==> src/rtl/regfile_pkg.sv <==
// Shared constants and types for the register-file write-port arbiter.
// The grant-source enum names which requester owns the write port this cycle.
package regfile_pkg;

  localparam int DATA_W = 32;
  localparam int ADDR_W = 5;
  localparam int NREGS  = 32;

  localparam logic [ADDR_W-1:0] REG_ZERO = '0;

  typedef enum logic [1:0] {
    GNT_NONE,
    GNT_WB,
    GNT_MD
  } gnt_src_e;

endpackage

==> src/rtl/md_result_fifo.sv <==
// Small FIFO that buffers mul/div results ({rd, data}) until they win the
// register-file write port. A push while full or a pop while empty is ignored.
module md_result_fifo
  import regfile_pkg::*;
#(
  parameter int WIDTH = regfile_pkg::ADDR_W + regfile_pkg::DATA_W,
  parameter int DEPTH = 2
) (
  input  logic                       clk,
  input  logic                       rst,
  input  logic                       push,
  input  logic [WIDTH-1:0]           wdata,
  input  logic                       pop,
  output logic [WIDTH-1:0]           rdata,
  output logic                       full,
  output logic                       empty,
  output logic [$clog2(DEPTH):0]     count
);

  localparam int PTR_W = $clog2(DEPTH);
  localparam int CNT_W = PTR_W + 1;

  logic [WIDTH-1:0] mem [DEPTH];
  logic [PTR_W-1:0] wr_ptr;
  logic [PTR_W-1:0] rd_ptr;
  logic             do_push;
  logic             do_pop;

  assign full    = (count == CNT_W'(DEPTH));
  assign empty   = (count == '0);
  assign do_push = push & ~full;
  assign do_pop  = pop & ~empty;
  assign rdata   = mem[rd_ptr];

  // DEPTH is a power of two, so pointer overflow is the modulo wrap.
  always_ff @(posedge clk or posedge rst) begin
    if (rst) begin
      wr_ptr <= '0;
      rd_ptr <= '0;
      count  <= '0;
    end else begin
      if (do_push) wr_ptr <= wr_ptr + 1'b1;
      if (do_pop)  rd_ptr <= rd_ptr + 1'b1;
      case ({do_push, do_pop})
        2'b10:   count <= count + 1'b1;
        2'b01:   count <= count - 1'b1;
        default: count <= count;
      endcase
    end
  end

  always_ff @(posedge clk) begin
    if (do_push) mem[wr_ptr] <= wdata;
  end

endmodule

==> src/rtl/regfile_write_arbiter.sv <==
// Arbitrates the register file's single write port between WB and the mul/div
// result FIFO, registers the winning write, and tracks in-flight mul/div rd's.
module regfile_write_arbiter
  import regfile_pkg::*;
#(
  parameter int DATA_W    = regfile_pkg::DATA_W,
  parameter int ADDR_W    = regfile_pkg::ADDR_W,
  parameter int NREGS     = regfile_pkg::NREGS,
  parameter int BUF_DEPTH = 2
) (
  input  logic              clk,
  input  logic              rst,
  input  logic              wb_valid,
  input  logic [ADDR_W-1:0] wb_rd,
  input  logic [DATA_W-1:0] wb_data,
  output logic              wb_ready,
  input  logic              md_issue_valid,
  input  logic [ADDR_W-1:0] md_issue_rd,
  input  logic              md_valid,
  input  logic [ADDR_W-1:0] md_rd,
  input  logic [DATA_W-1:0] md_data,
  output logic              md_ready,
  output logic              rf_writeenable,
  output logic [ADDR_W-1:0] rf_reg_write,
  output logic [DATA_W-1:0] rf_write_data,
  input  logic [ADDR_W-1:0] sb_rs1,
  input  logic [ADDR_W-1:0] sb_rs2,
  input  logic [ADDR_W-1:0] sb_rd,
  output logic              sb_hazard
);

  localparam int ENT_W = ADDR_W + DATA_W;
  localparam int CNT_W = $clog2(BUF_DEPTH) + 1;
  localparam logic [ADDR_W-1:0] RZ = ADDR_W'(REG_ZERO);

  logic [ENT_W-1:0]  head;
  logic [ADDR_W-1:0] head_rd;
  logic [DATA_W-1:0] head_data;
  logic              fifo_full;
  logic              fifo_empty;
  logic [CNT_W-1:0]  fifo_count;
  logic              fifo_push;
  logic              fifo_pop;

  gnt_src_e          gnt;
  logic [ADDR_W-1:0] gnt_rd;
  logic [DATA_W-1:0] gnt_data;
  logic              wr_commit;

  logic [NREGS-1:0]  busy;
  logic [NREGS-1:0]  busy_next;

  md_result_fifo #(
    .WIDTH (ENT_W),
    .DEPTH (BUF_DEPTH)
  ) u_fifo (
    .clk   (clk),
    .rst   (rst),
    .push  (fifo_push),
    .wdata ({md_rd, md_data}),
    .pop   (fifo_pop),
    .rdata (head),
    .full  (fifo_full),
    .empty (fifo_empty),
    .count (fifo_count)
  );

  assign {head_rd, head_data} = head;

  // Both readies reflect the count at the start of the cycle, so a push
  // arriving while full is refused even though the head pops that cycle.
  assign md_ready  = ~fifo_full;
  assign wb_ready  = ~fifo_full;
  assign fifo_push = md_valid & md_ready;

  always_comb begin
    gnt      = GNT_NONE;
    gnt_rd   = '0;
    gnt_data = '0;
    if (fifo_count == CNT_W'(BUF_DEPTH)) gnt = GNT_MD;
    else if (wb_valid)                   gnt = GNT_WB;
    else if (!fifo_empty)                gnt = GNT_MD;
    case (gnt)
      GNT_WB: begin
        gnt_rd   = wb_rd;
        gnt_data = wb_data;
      end
      GNT_MD: begin
        gnt_rd   = head_rd;
        gnt_data = head_data;
      end
      default: ;
    endcase
  end

  assign fifo_pop  = (gnt == GNT_MD);
  assign wr_commit = (gnt != GNT_NONE) && (gnt_rd != RZ);

  // x0 writes complete their handshake but never reach the register file.
  always_ff @(posedge clk or posedge rst) begin
    if (rst) begin
      rf_writeenable <= 1'b0;
      rf_reg_write   <= '0;
      rf_write_data  <= '0;
    end else begin
      rf_writeenable <= wr_commit;
      if (wr_commit) begin
        rf_reg_write  <= gnt_rd;
        rf_write_data <= gnt_data;
      end
    end
  end

  // Clear on FIFO grant first so a same-cycle issue to that rd wins.
  always_comb begin
    busy_next = busy;
    if (fifo_pop) busy_next[head_rd] = 1'b0;
    if (md_issue_valid && (md_issue_rd != RZ)) busy_next[md_issue_rd] = 1'b1;
    busy_next[0] = 1'b0;
  end

  always_ff @(posedge clk or posedge rst) begin
    if (rst) busy <= '0;
    else     busy <= busy_next;
  end

  assign sb_hazard = busy[sb_rs1] | busy[sb_rs2] | busy[sb_rd];

endmodule

==> config.mk <==
export PLATFORM = sky130hd
export DESIGN_NAME = regfile_write_arbiter
export DESIGN_NICKNAME = d
export VERILOG_FILES = /design/src/rtl/regfile_pkg.sv /design/src/rtl/md_result_fifo.sv /design/src/rtl/regfile_write_arbiter.sv
export SDC_FILE = /design/constraint.sdc
export NUM_CORES = 1
export LEC_CHECK = 0
export ABC_AREA = 1
export CAP_MARGIN = 5
export CORE_MARGIN = 2
export CORE_UTILIZATION = 53
export DETAILED_ROUTE_END_ITERATION = 16
export PLACE_DENSITY_LB_ADDON = 0.3
export SYNTH_ARGS = -nofsm -noshare
export SYNTH_HDL_FRONTEND = slang
export SYNTH_HIERARCHICAL = 1
export SYNTH_SLANG_ARGS = --single-unit
==> constraint.sdc <==
create_clock -name clk -period 3.7 [get_ports clk]
set_input_delay 0.555 -clock clk [delete_from_list [all_inputs] [get_ports clk]]
set_output_delay 0.555 -clock clk [all_outputs]
set_load 0.02 [all_outputs]
## Word-level counts from Yosys, hierarchy flattened

Memories as Yosys holds them, arrays and structs flattened.
Index checks and enable logic that the tools add are counted.

| word-level totals | value |
|---|---|
| flip-flop bits (word level) | 73 |
| RAM bits | 74 |
| input port bits | 99 |
| output and inout bits | 41 |
| logic and storage cells | 63 |
| memories | 1 |

Memory list:

| name | depth | width | rd ports | clocked after Yosys merged registers in | wr ports | RTL line | RTL |
|---|---|---|---|---|---|---|---|
| u_fifo.mem | 2 | 37 | 1 | 0 | 1 | md_result_fifo.sv:23 | `logic [WIDTH-1:0] mem [DEPTH];` |

| cells by class | value |
|---|---|
| add/subtract/negate cells | 4 |
| order comparisons | 7 |
| eq/ne operators | 5 |
| multiplexer cells | 20 |
| bitwise gates (word level) | 10 |
| reduce and logical (&&, ||, !) cells | 9 |

Operators by type and width:

| kind | number |
|---|---|
| two-way mux 32 bit | 2 |
| case mux 32 bit (2 select lines) | 1 |
| AND 32 bit | 1 |
| NOT 32 bit | 1 |
| bitwise OR 32 bit | 1 |
| < comparator 5 x 6 -> 1 bit (second input constant) | 5 |
| binary-select mux 1 bit (select 5 bit) | 3 |
| demux 1 bit (select 5 bit) | 2 |
| >= comparator 5 x 1 -> 1 bit (second input constant) | 2 |
| case mux 5 bit (2 select lines) | 1 |
| nonzero test 5 bit | 2 |
| two-way mux 1 bit | 7 |
| == test 2 bit (second input constant) | 3 |
| two-way mux 2 bit | 3 |
| == test 2 x 1 -> 1 bit (second input constant) | 2 |
| logical AND 1 bit | 4 |
| case mux 2 bit (2 select lines) | 1 |
| nonzero test 2 bit | 2 |
| AND 1 bit | 3 |
| adder 1 bit (second input constant) | 2 |
| adder 2 x 1 -> 2 bit (second input constant) | 1 |
| logical NOT 2 bit | 1 |
| NOT 1 bit | 2 |
| bitwise OR 1 bit | 2 |
| subtractor 2 x 1 -> 2 bit (second input constant) | 1 |

## Depth between registers and ports, before layout

Gate-level depths: netlist of the first run.
An unclocked memory read counts as a cell.

| logic depth | value |
|---|---|
| word-level depth | 10 |
| mapped depth | 17 |
| gate-level depth less buffers | 16 |

## By module

The synthesis of the first run kept the hierarchy.

Modules (own cells, without submodules):

| module | instances | cells each | area an instance (um2) | sequential area each (um2) |
|---|---|---|---|---|
| regfile_write_arbiter | 1 | 665 | 4546.9 | 1726.7 |
| md_result_fifo | 1 | 227 | 2942.8 | 2322.2 |

## Worst setup path after synthesis of the first run

No wires, ideal clock.

| path | value |
|---|---|
| kind | input -> register |
| from | input md_valid |
| to | memory u_fifo/mem[1][0] (netlist name) (enable) |
| library setup time | 0.431 ns |
| arrival time | 2.364 ns |
| data required time | 3.269 ns |
| setup slack | 0.905 ns |
| cell stages on the path | 4 |
| path buffers | 0 |
| cells stage by stage | inv_1 > nor2_1 > o21ai_1 > nor2_1 |

| between the ends | value |
|---|---|
| word-level cells in the longest chain between the ends | 4 |

Ends and longest elaborated chain:

| item | RTL line | RTL |
|---|---|---|
| from (decl) | regfile_write_arbiter.sv:19 | `input logic md_valid,` |
| AND 1 bit | regfile_write_arbiter.sv:74 | `assign fifo_push = md_valid & md_ready;` |
| via fifo_push | regfile_write_arbiter.sv:42 | `logic fifo_push;` |
| AND 1 bit | md_result_fifo.sv:31 | `assign do_push = push & ~full;` |
| two-way mux 1 bit | md_result_fifo.sv:53 | `if (do_push) mem[wr_ptr] <= wdata;` |
| two-way mux 1 bit (implied by the code) | md_result_fifo.sv:53 |  |
| to (decl) | md_result_fifo.sv:23 |  |

The timed path passes the listed nets, and every way through them passes these cells.

## Worst setup path in the final report of the first run

| path | value |
|---|---|
| from | input sb_rs1[1] |
| to | output sb_hazard |

| between the ends | value |
|---|---|
| word-level cells in the longest chain between the ends | 4 |

Ends and longest elaborated chain:

| item | RTL line | RTL |
|---|---|---|
| from (decl) | regfile_write_arbiter.sv:26 | `input logic [ADDR_W-1:0] sb_rs1,` |
| binary-select mux 1 bit (select 5 bit) | regfile_write_arbiter.sv:127 | `assign sb_hazard = busy[sb_rs1] \| busy[sb_rs2] \| busy[sb_rd];` |
| two-way mux 1 bit (implied by the code) | regfile_write_arbiter.sv:127 |  |
| bitwise OR 1 bit (2 in a row) | regfile_write_arbiter.sv:127 |  |
| to (decl) | regfile_write_arbiter.sv:29 | `output logic sb_hazard` |

No other way between the ends. The select of a mux whose other input is x is not followed.

==> results of run 1 <==
==> state kept, by name, indices dropped and copies added (netlist names) <==
register        flops
busy               31
rf_reg_write        5
rf_write_data      32
rf_writeenable      1
u_fifo/count        2
u_fifo/mem         74
u_fifo/rd_ptr       1
u_fifo/wr_ptr       1
==> worst max-delay path by stage <==
stage               startpoint                           to  slack [ns]
global route         sb_rs2[0]                    sb_hazard        0.45
finish               sb_rs1[1]                    sb_hazard        0.63
detailed placement    wb_valid  rf_reg_write[1]$_DFFE_PP0P_        0.58
floorplan             md_valid   u_fifo/mem[1][0]$_DFFE_PP_        0.91
CTS                  sb_rs2[0]                    sb_hazard        0.63
global placement     sb_rs2[0]                    sb_hazard        0.62
==> routing by layer <==
layer  global-route usage  up-vias
met3              0.05762       37
met5                    0        -
met2               0.4285      271
met4              0.09770        0
met1               0.3615     2940
li1                     -     3162
==> stage by stage <==
| step | std cells | total power [mW] | area [um^2] | hold WS [ns] |
|---|---|---|---|---|
| after floorplan | 892 | 5.196 | 7490 | 0.3211 |
| after global placement | 1186 | 6.239 | 8976 | 0.4628 |
| after detailed placement | 1186 | 6.297 | 8976 | 0.4653 |
| after CTS | 1218 | 8.109 | 9589 | 0.4399 |
| after global routing | 1218 | 8.614 | 9589 | 0.4385 |
| final | 1218 | 8.091 | 9589 | 0.4409 |
==> cells in the mapped netlist (3+ instances only) <==
cell type  count  share of area
nand2_1      393           0.20
nand3_1       98          0.065
edfxtp_1      74           0.30
dfrtp_1       73           0.24
o21ai_0       64          0.043
inv_1         53          0.027
nand2_2       36          0.030
o21ai_2       34          0.040
nor2_1        13         0.0065
buf_6         12          0.018
clkbuf_1      12         0.0060
buf_2          9         0.0060
buf_4          6         0.0060
ha_1           4         0.0067
a21oi_1        3         0.0020
inv_2          3         0.0015
==> worst max-delay path, delay by kind of cell <==
| kind | cells | cell delay, ns |
|---|---|---|
| buf+inv | 3 | 1.46 |
| simple gates | 7 | 0.50 |
==> power groups by stage <==
stage,Combinational (mW),Clock [mW],Sequential (mW)
2_1_floorplan,2.31,0,2.89
3_3_place_gp,3.43,0,2.81
3_5_place_dp,3.49,0,2.81
4_1_cts,3.52,1.80,2.79
5_1_grt,3.89,1.88,2.85
6_report,3.51,1.78,2.80
==> final cells by class <==
class / count / share of cell area
Timing Repair Buffer: 153 / 0.1587
Multi-Input combinational cell: 650 / 0.3098
Clock inverter: 14 / 0.01918
Clock buffer: 18 / 0.04475
Inverter: 56 / 0.02192
Tap cell: 180 / 0.02349
Sequential cell: 147 / 0.4222
==> cell families (layout without fill, tap and decap cells) <==
logic type | count (synthesis) | after routing
adder cells (fa/ha/maj) | 4 | 4
AO/OA/AOI/OAI | 103 | 103
AND/OR/NAND/NOR | 542 | 542
flip-flops | 147 | 147
buffers and inverters | 95 | 241
XOR/XNOR | 1 | 1
==> results.md, run 1 <==
* Status: finished clean
* Crit-path cells: clkdlybuf4s50_1 > inv_1 > nand3_1 > nand3_1 > nand2_1 > nand2_1 > nand3_1 > nand2_1 > nand3_1 > clkdlybuf4s50_1
* CP required at 3.14 ns
* Slew Limit Fails at 0
* Area of the multi-input gates at 2970 um^2
* Crit end category: primary output
* PnR worst setup slack at 0.6275 ns
* Inserted Clock Buffers at 17
* P_sw at 3.364 mW
* Layout Utilization at 0.6935
* Die Y at 122.9 um
* Worst path slowest cell: clkdlybuf4s50_1
* CTS tree: yes
* Core Area at 13830 um^2
* Most common cell after layout, fill and taps aside: nand2_1
* Critical R2R Launch: u_fifo/count[0]$_DFFE_PP0P_
* Ys flop type: edfxtp_1
* EDFF count, synth at 74
* Register area share after synthesis at 0.5406
* Post-CTS Setup Repair Bufs at 0
* Static Leak at 4.284 nW
* Cells after Synth at 892
* Clk pin slew, worst setup/hold paths at 0.06 ns
* Via-to-Cell Ratio at 5.263
* H-tree depth at 4
* Int Power at 4.726 mW
* Pin count of the biggest net entering global routing at 61
* Crit-path max FO at 9
* Sequential Area at 4049 um^2
* First-pass GRT wire length at 30.48 mm
* Syn nets at 995
* DP Wirelength at 13.16 mm
* Initial Util at 0.5417
* Via count at 6410
* First-pass iteration count of the detailed router at 6
* VDD IR-drop max at 0.5006 mV
* WL met2 at 9.145 mm
* Filler cell count at 1083
* RSZ-0062 raised after global routing: false
* Slowest stage delay, CP at 0.65 ns
* Worst endpoint data arrival time at 2.52 ns
* WS Path Type: primary input to primary output
* Synth unique cells at 21
* Power density over the cells at 843.7 nW/um^2
* Clk_skew at 0.007861 ns
* Slew margin rel. at 0.4942
* Share of cells above drive strength 1 at 0.1146
* Post_cts resized at 0
* Main combinational cell family by area after synthesis: simple AND/OR/NAND/NOR gates
* Hold Buf Count CTS at 0
* DRC Markers at 0
* Clock Root Buffer: clkbuf_16
* DR WL met3 at 1.396 mm
* Antenna viol nets, final at 0
* Gp weighted congestion at 0.9164
* Simple-gate portion of the synthesized area at 0.3014
* Worst Max-Slew Pin Slew at 0.7587 ns
* Antenna violations before repair at 0
* # Max-Cap Violations at 0
* I/O Buffers at 139
* Async SR Flop Fraction at 0.4966
* Worst setup SP type: primary input
* Synth Register Bits at 147
* Cell mode on critical path: nand3_1
* Final nets at 1128
* Die Span X at 122.9 um
* Synthesized-area fraction occupied by ao, oa, aoi and oai cells at 0.08603
* Period utilization at 0.8304
* FP Rows at 43
* Drt first-iter violations at 685
* Clk buf depth at 2
* Max Fclk at 0.3255 GHz
* Final wirelength at 19.07 mm
* Worst-Skew Late Latency at 0.42 ns
* Final setup fails at 0
* Syn Std Cell Area at 7490 um^2
* Combinational power share at 0.434
* Die footprint at 15100 um^2
* Post-synthesis mux area share at 0
* Synth-to-Final Area Change at 28.03%
* Tightest Hold Check Type: primary input to asynchronous set/reset pin
* Synth Warn # at 6
* Final Hold Viols at 0
* IO Pins at 140
* CTS sink count at 147
* Wire length on met1 at 8.102 mm
* Seq pwr share at 0.346
* ANT cells at 0
* Average wire per cell in the routed design at 15.66 um
* Uppermost layer routed: met4
* Worst R2R Path Depth at 17
* Vias in the first global route at 6013
* Switching share of power at 0.4158
* GRT Util Overall at 0.2680
* Final min period at 3.072 ns
* Xor/xnor share of the synthesized area at 0.001169
* Clock power share at 0.221
* GR Overflow Total at 0
* Synth Area per Inst at 8.397 um^2
* Post-Synth Adder-Cell Area at 0.006682
* Crit Reg-Reg Endpoint: rf_reg_write[1]$_DFFE_PP0P_
* Most frequent cells in the layout: nand2_1, clkdlybuf4s50_1, nand3_1
* Post-place setup slack at 0.5756 ns
* FF-to-FF setup slack at 1.01 ns
* Setup tns final at 0 ns
(Power assumes the default switching activity.)
==> run 2: changes to the inputs <==
==> constraint.sdc (replaced) <==
create_clock -name clk -period 2.86 [get_ports clk]
set_input_delay 0.429 -clock clk [delete_from_list [all_inputs] [get_ports clk]]
set_output_delay 0.429 -clock clk [all_outputs]
set_load 0.02 [all_outputs]
==> run 2 against run 1 <==
Compared with the run above: register-to-register slack lost 0.66 ns; count of clock-buffer cells in the layout rose by 1; first-iteration DRC count is 0.73% higher; routed wire length rose by 3.2%; worst hold slack worse by 0.21 ns; clock skew barely moved; sequential share of layout area shrank 0.66 points; via count rose by 1.8%; global-route usage rose by 0.87 points.
==> results.md, run 2 (synthesis results as in run 1) <==
* Status: finished clean
* Family with the most delay on the worst path: simple AND/OR/NAND/NOR gates
* Clk_skew at 0.008291 ns
* Antenna violations before repair at 0
* Final wirelength at 19.69 mm
* FP Rows at 43
* PnR worst setup slack at 0.3494 ns
* Filler cell count at 1043
* CP required at 3.21 ns
* Slowest stage delay, CP at 0.48 ns
* Power density over the cells at 1091 nW/um^2
* CTS tree: yes
* Largest register FFs at 74
* Period utilization at 0.8778
* Final min period at 2.511 ns
* Drt first-iter violations at 690
* Pin count of the biggest net entering global routing at 49
* IO Pins at 140
* Initial Util at 0.5417
* Clk pin slew, worst setup/hold paths at 0.06 ns
* Via count at 6528
* I/O Buffers at 139
* DRC Markers at 0
* Largest registers: u_fifo/mem x74, rf_write_data x32, busy x31
* # Max-Cap Violations at 0
* Most frequent cells in the layout: nand2_1, clkdlybuf4s50_1, nand3_1
* Static Leak at 4.361 nW
* Worst endpoint data arrival time at 2.86 ns
* Die Span X at 122.9 um
* Setup tns final at 0 ns
* Slew margin rel. at 0.6520
* Largest Register: u_fifo/mem
* Post-Layout Cell Count at 1228
* Final instance area at 9742 um^2
* Synth-to-Final Area Change at 30.07%
* VDD IR-drop max at 0.8748 mV
* Core Area at 13830 um^2
* RSZ-0062 raised after global routing: false
* Cell mode on critical path: nand2_1
* Post_cts resized at 0
* Crit-path max FO at 33
* Final setup fails at 0
* Slew Limit Fails at 0
* Placed Cells at 1196
* Average wire per cell in the routed design at 16.04 um
* Cell area after placement at 9114 um^2
* Hold WS at 0.2301 ns
* Antenna viol nets, final at 0
* Worst Max-Slew Pin Slew at 0.5221 ns
* Clk buf depth at 2
* Clock Root Buffer: clkbuf_16
* Most common cell after layout, fill and taps aside: nand2_1
* Worst path slowest cell: dfrtp_1
* Via-to-Cell Ratio at 5.316
* Die Y at 122.9 um
* Crit end category: register
* First-pass iteration count of the detailed router at 6
* GR Overflow Total at 0
* Worst setup SP type: register
* Final nets at 1138
* Vias in the first global route at 6287
* GRT Util Overall at 0.2767
* Inserted Clock Buffers at 17
* DP Wirelength at 13.35 mm
* ANT cells at 0
* Max Fclk at 0.3983 GHz
* First-pass GRT wire length at 31.24 mm
* WS Path Type: register to register
* Crit path buf inv count at 4
* Post-CTS Setup Repair Bufs at 0
* Post-place setup slack at 0.1255 ns
* Final Hold Viols at 0
* Worst-Skew Late Latency at 0.43 ns
* Tightest Hold Check Type: primary input to asynchronous set/reset pin
* Crit path from: u_fifo/count[0]$_DFFE_PP0P_
* Share of cells above drive strength 1 at 0.1260
* H-tree depth at 4
* Hold Buf Count CTS at 0
* Critical R2R Launch: u_fifo/count[0]$_DFFE_PP0P_
* CTS sink count at 147
* Crit-path cells: inv_2 > nand2_1 > inv_1 > o22ai_1 > inv_1 > ha_1 > nand2_1 > nand2_1 > nand2_1 > nand2_1 > nor2_1 > nand2_2 > nand2_4 > buf_12 > nand2_2 > o21ai_2
* Gp weighted congestion at 0.9617
* Die footprint at 15100 um^2
[run 2: cell count changes in the layout (fill, tap and decap cells not counted), moves of 2 or more]
cell	previous run	this run
buf_12	2	7
buf_4	12	17
clkbuf_8	0	2
clkinv_1	3	1
clkinv_2	2	0
[run 2: worst paths after layout]
path	to	cells after the start	slack, ns
setup / recovery	rf_write_data[30]$_DFFE_PP0P_	16	0.35
hold / removal	u_fifo/count[1]$_DFFE_PP0P_	2	0.23
setup reg to reg	rf_write_data[30]$_DFFE_PP0P_	16	0.35
hold reg to reg	rf_write_data[13]$_DFFE_PP0P_	2	0.48
max in group asynchronous	busy[25]$_DFF_PP0_	3	1.84
min in group clk	rf_write_data[13]$_DFFE_PP0P_	2	0.48
[run 2: layout make-up]
type,count,area (um^2),area share
Clock buffer,19,452.9,0.04649
Clock inverter,13,172.7,0.01772
Inverter,56,210.2,0.02158
Multi-Input combinational cell,650,2970,0.3049
Sequential cell,147,4049,0.4156
Tap cell,180,225.2,0.02312
Timing Repair Buffer,163,1662,0.1706
[run 2: routing by layer]
| layer | vias to the layer above | GRT usage | wire [um] |
|---|---|---|---|
| li1 | 3183 | - | - |
| met1 | 2997 | 0.3635 | 8102 |
| met2 | 304 | 0.4389 | 9491 |
| met3 | 44 | 0.06691 | 1576 |
| met4 | 0 | 0.1200 | 522 |
| met5 | - | 0 | 0 |
[run 2: worst reg2reg max path, cell delays in order (launching register included)]
cell,delay [ns]
dfrtp_1,0.48
inv_2,0.06
nand2_1,0.11
inv_1,0.05
o22ai_1,0.25
inv_1,0.11
ha_1,0.29
nand2_1,0.10
nand2_1,0.07
nand2_1,0.10
nand2_1,0.08
nor2_1,0.12
nand2_2,0.08
nand2_4,0.12
buf_12,0.25
nand2_2,0.10
o21ai_2,0.07
[run 2: report_power, final]
| part | internal, mW | switching [mW] | total (mW) | leakage [nW] |
|---|---|---|---|---|
| Clock | 1.43 | 0.894 | 2.33 | 0.300 |
| Combinational | 1.73 | 2.94 | 4.66 | 2.44 |
| Sequential | 3.03 | 0.609 | 3.64 | 1.62 |
| Total | 6.19 | 4.44 | 10.6 | 4.36 |
[run 2: through the flow]
step	total power [mW]	util
3_3_place_gp	8.179	0.6591
4_1_cts	10.65	0.7044
5_1_grt	11.33	0.7046
2_1_floorplan	6.723	-
6_report	10.63	0.7046
3_5_place_dp	8.262	0.6591
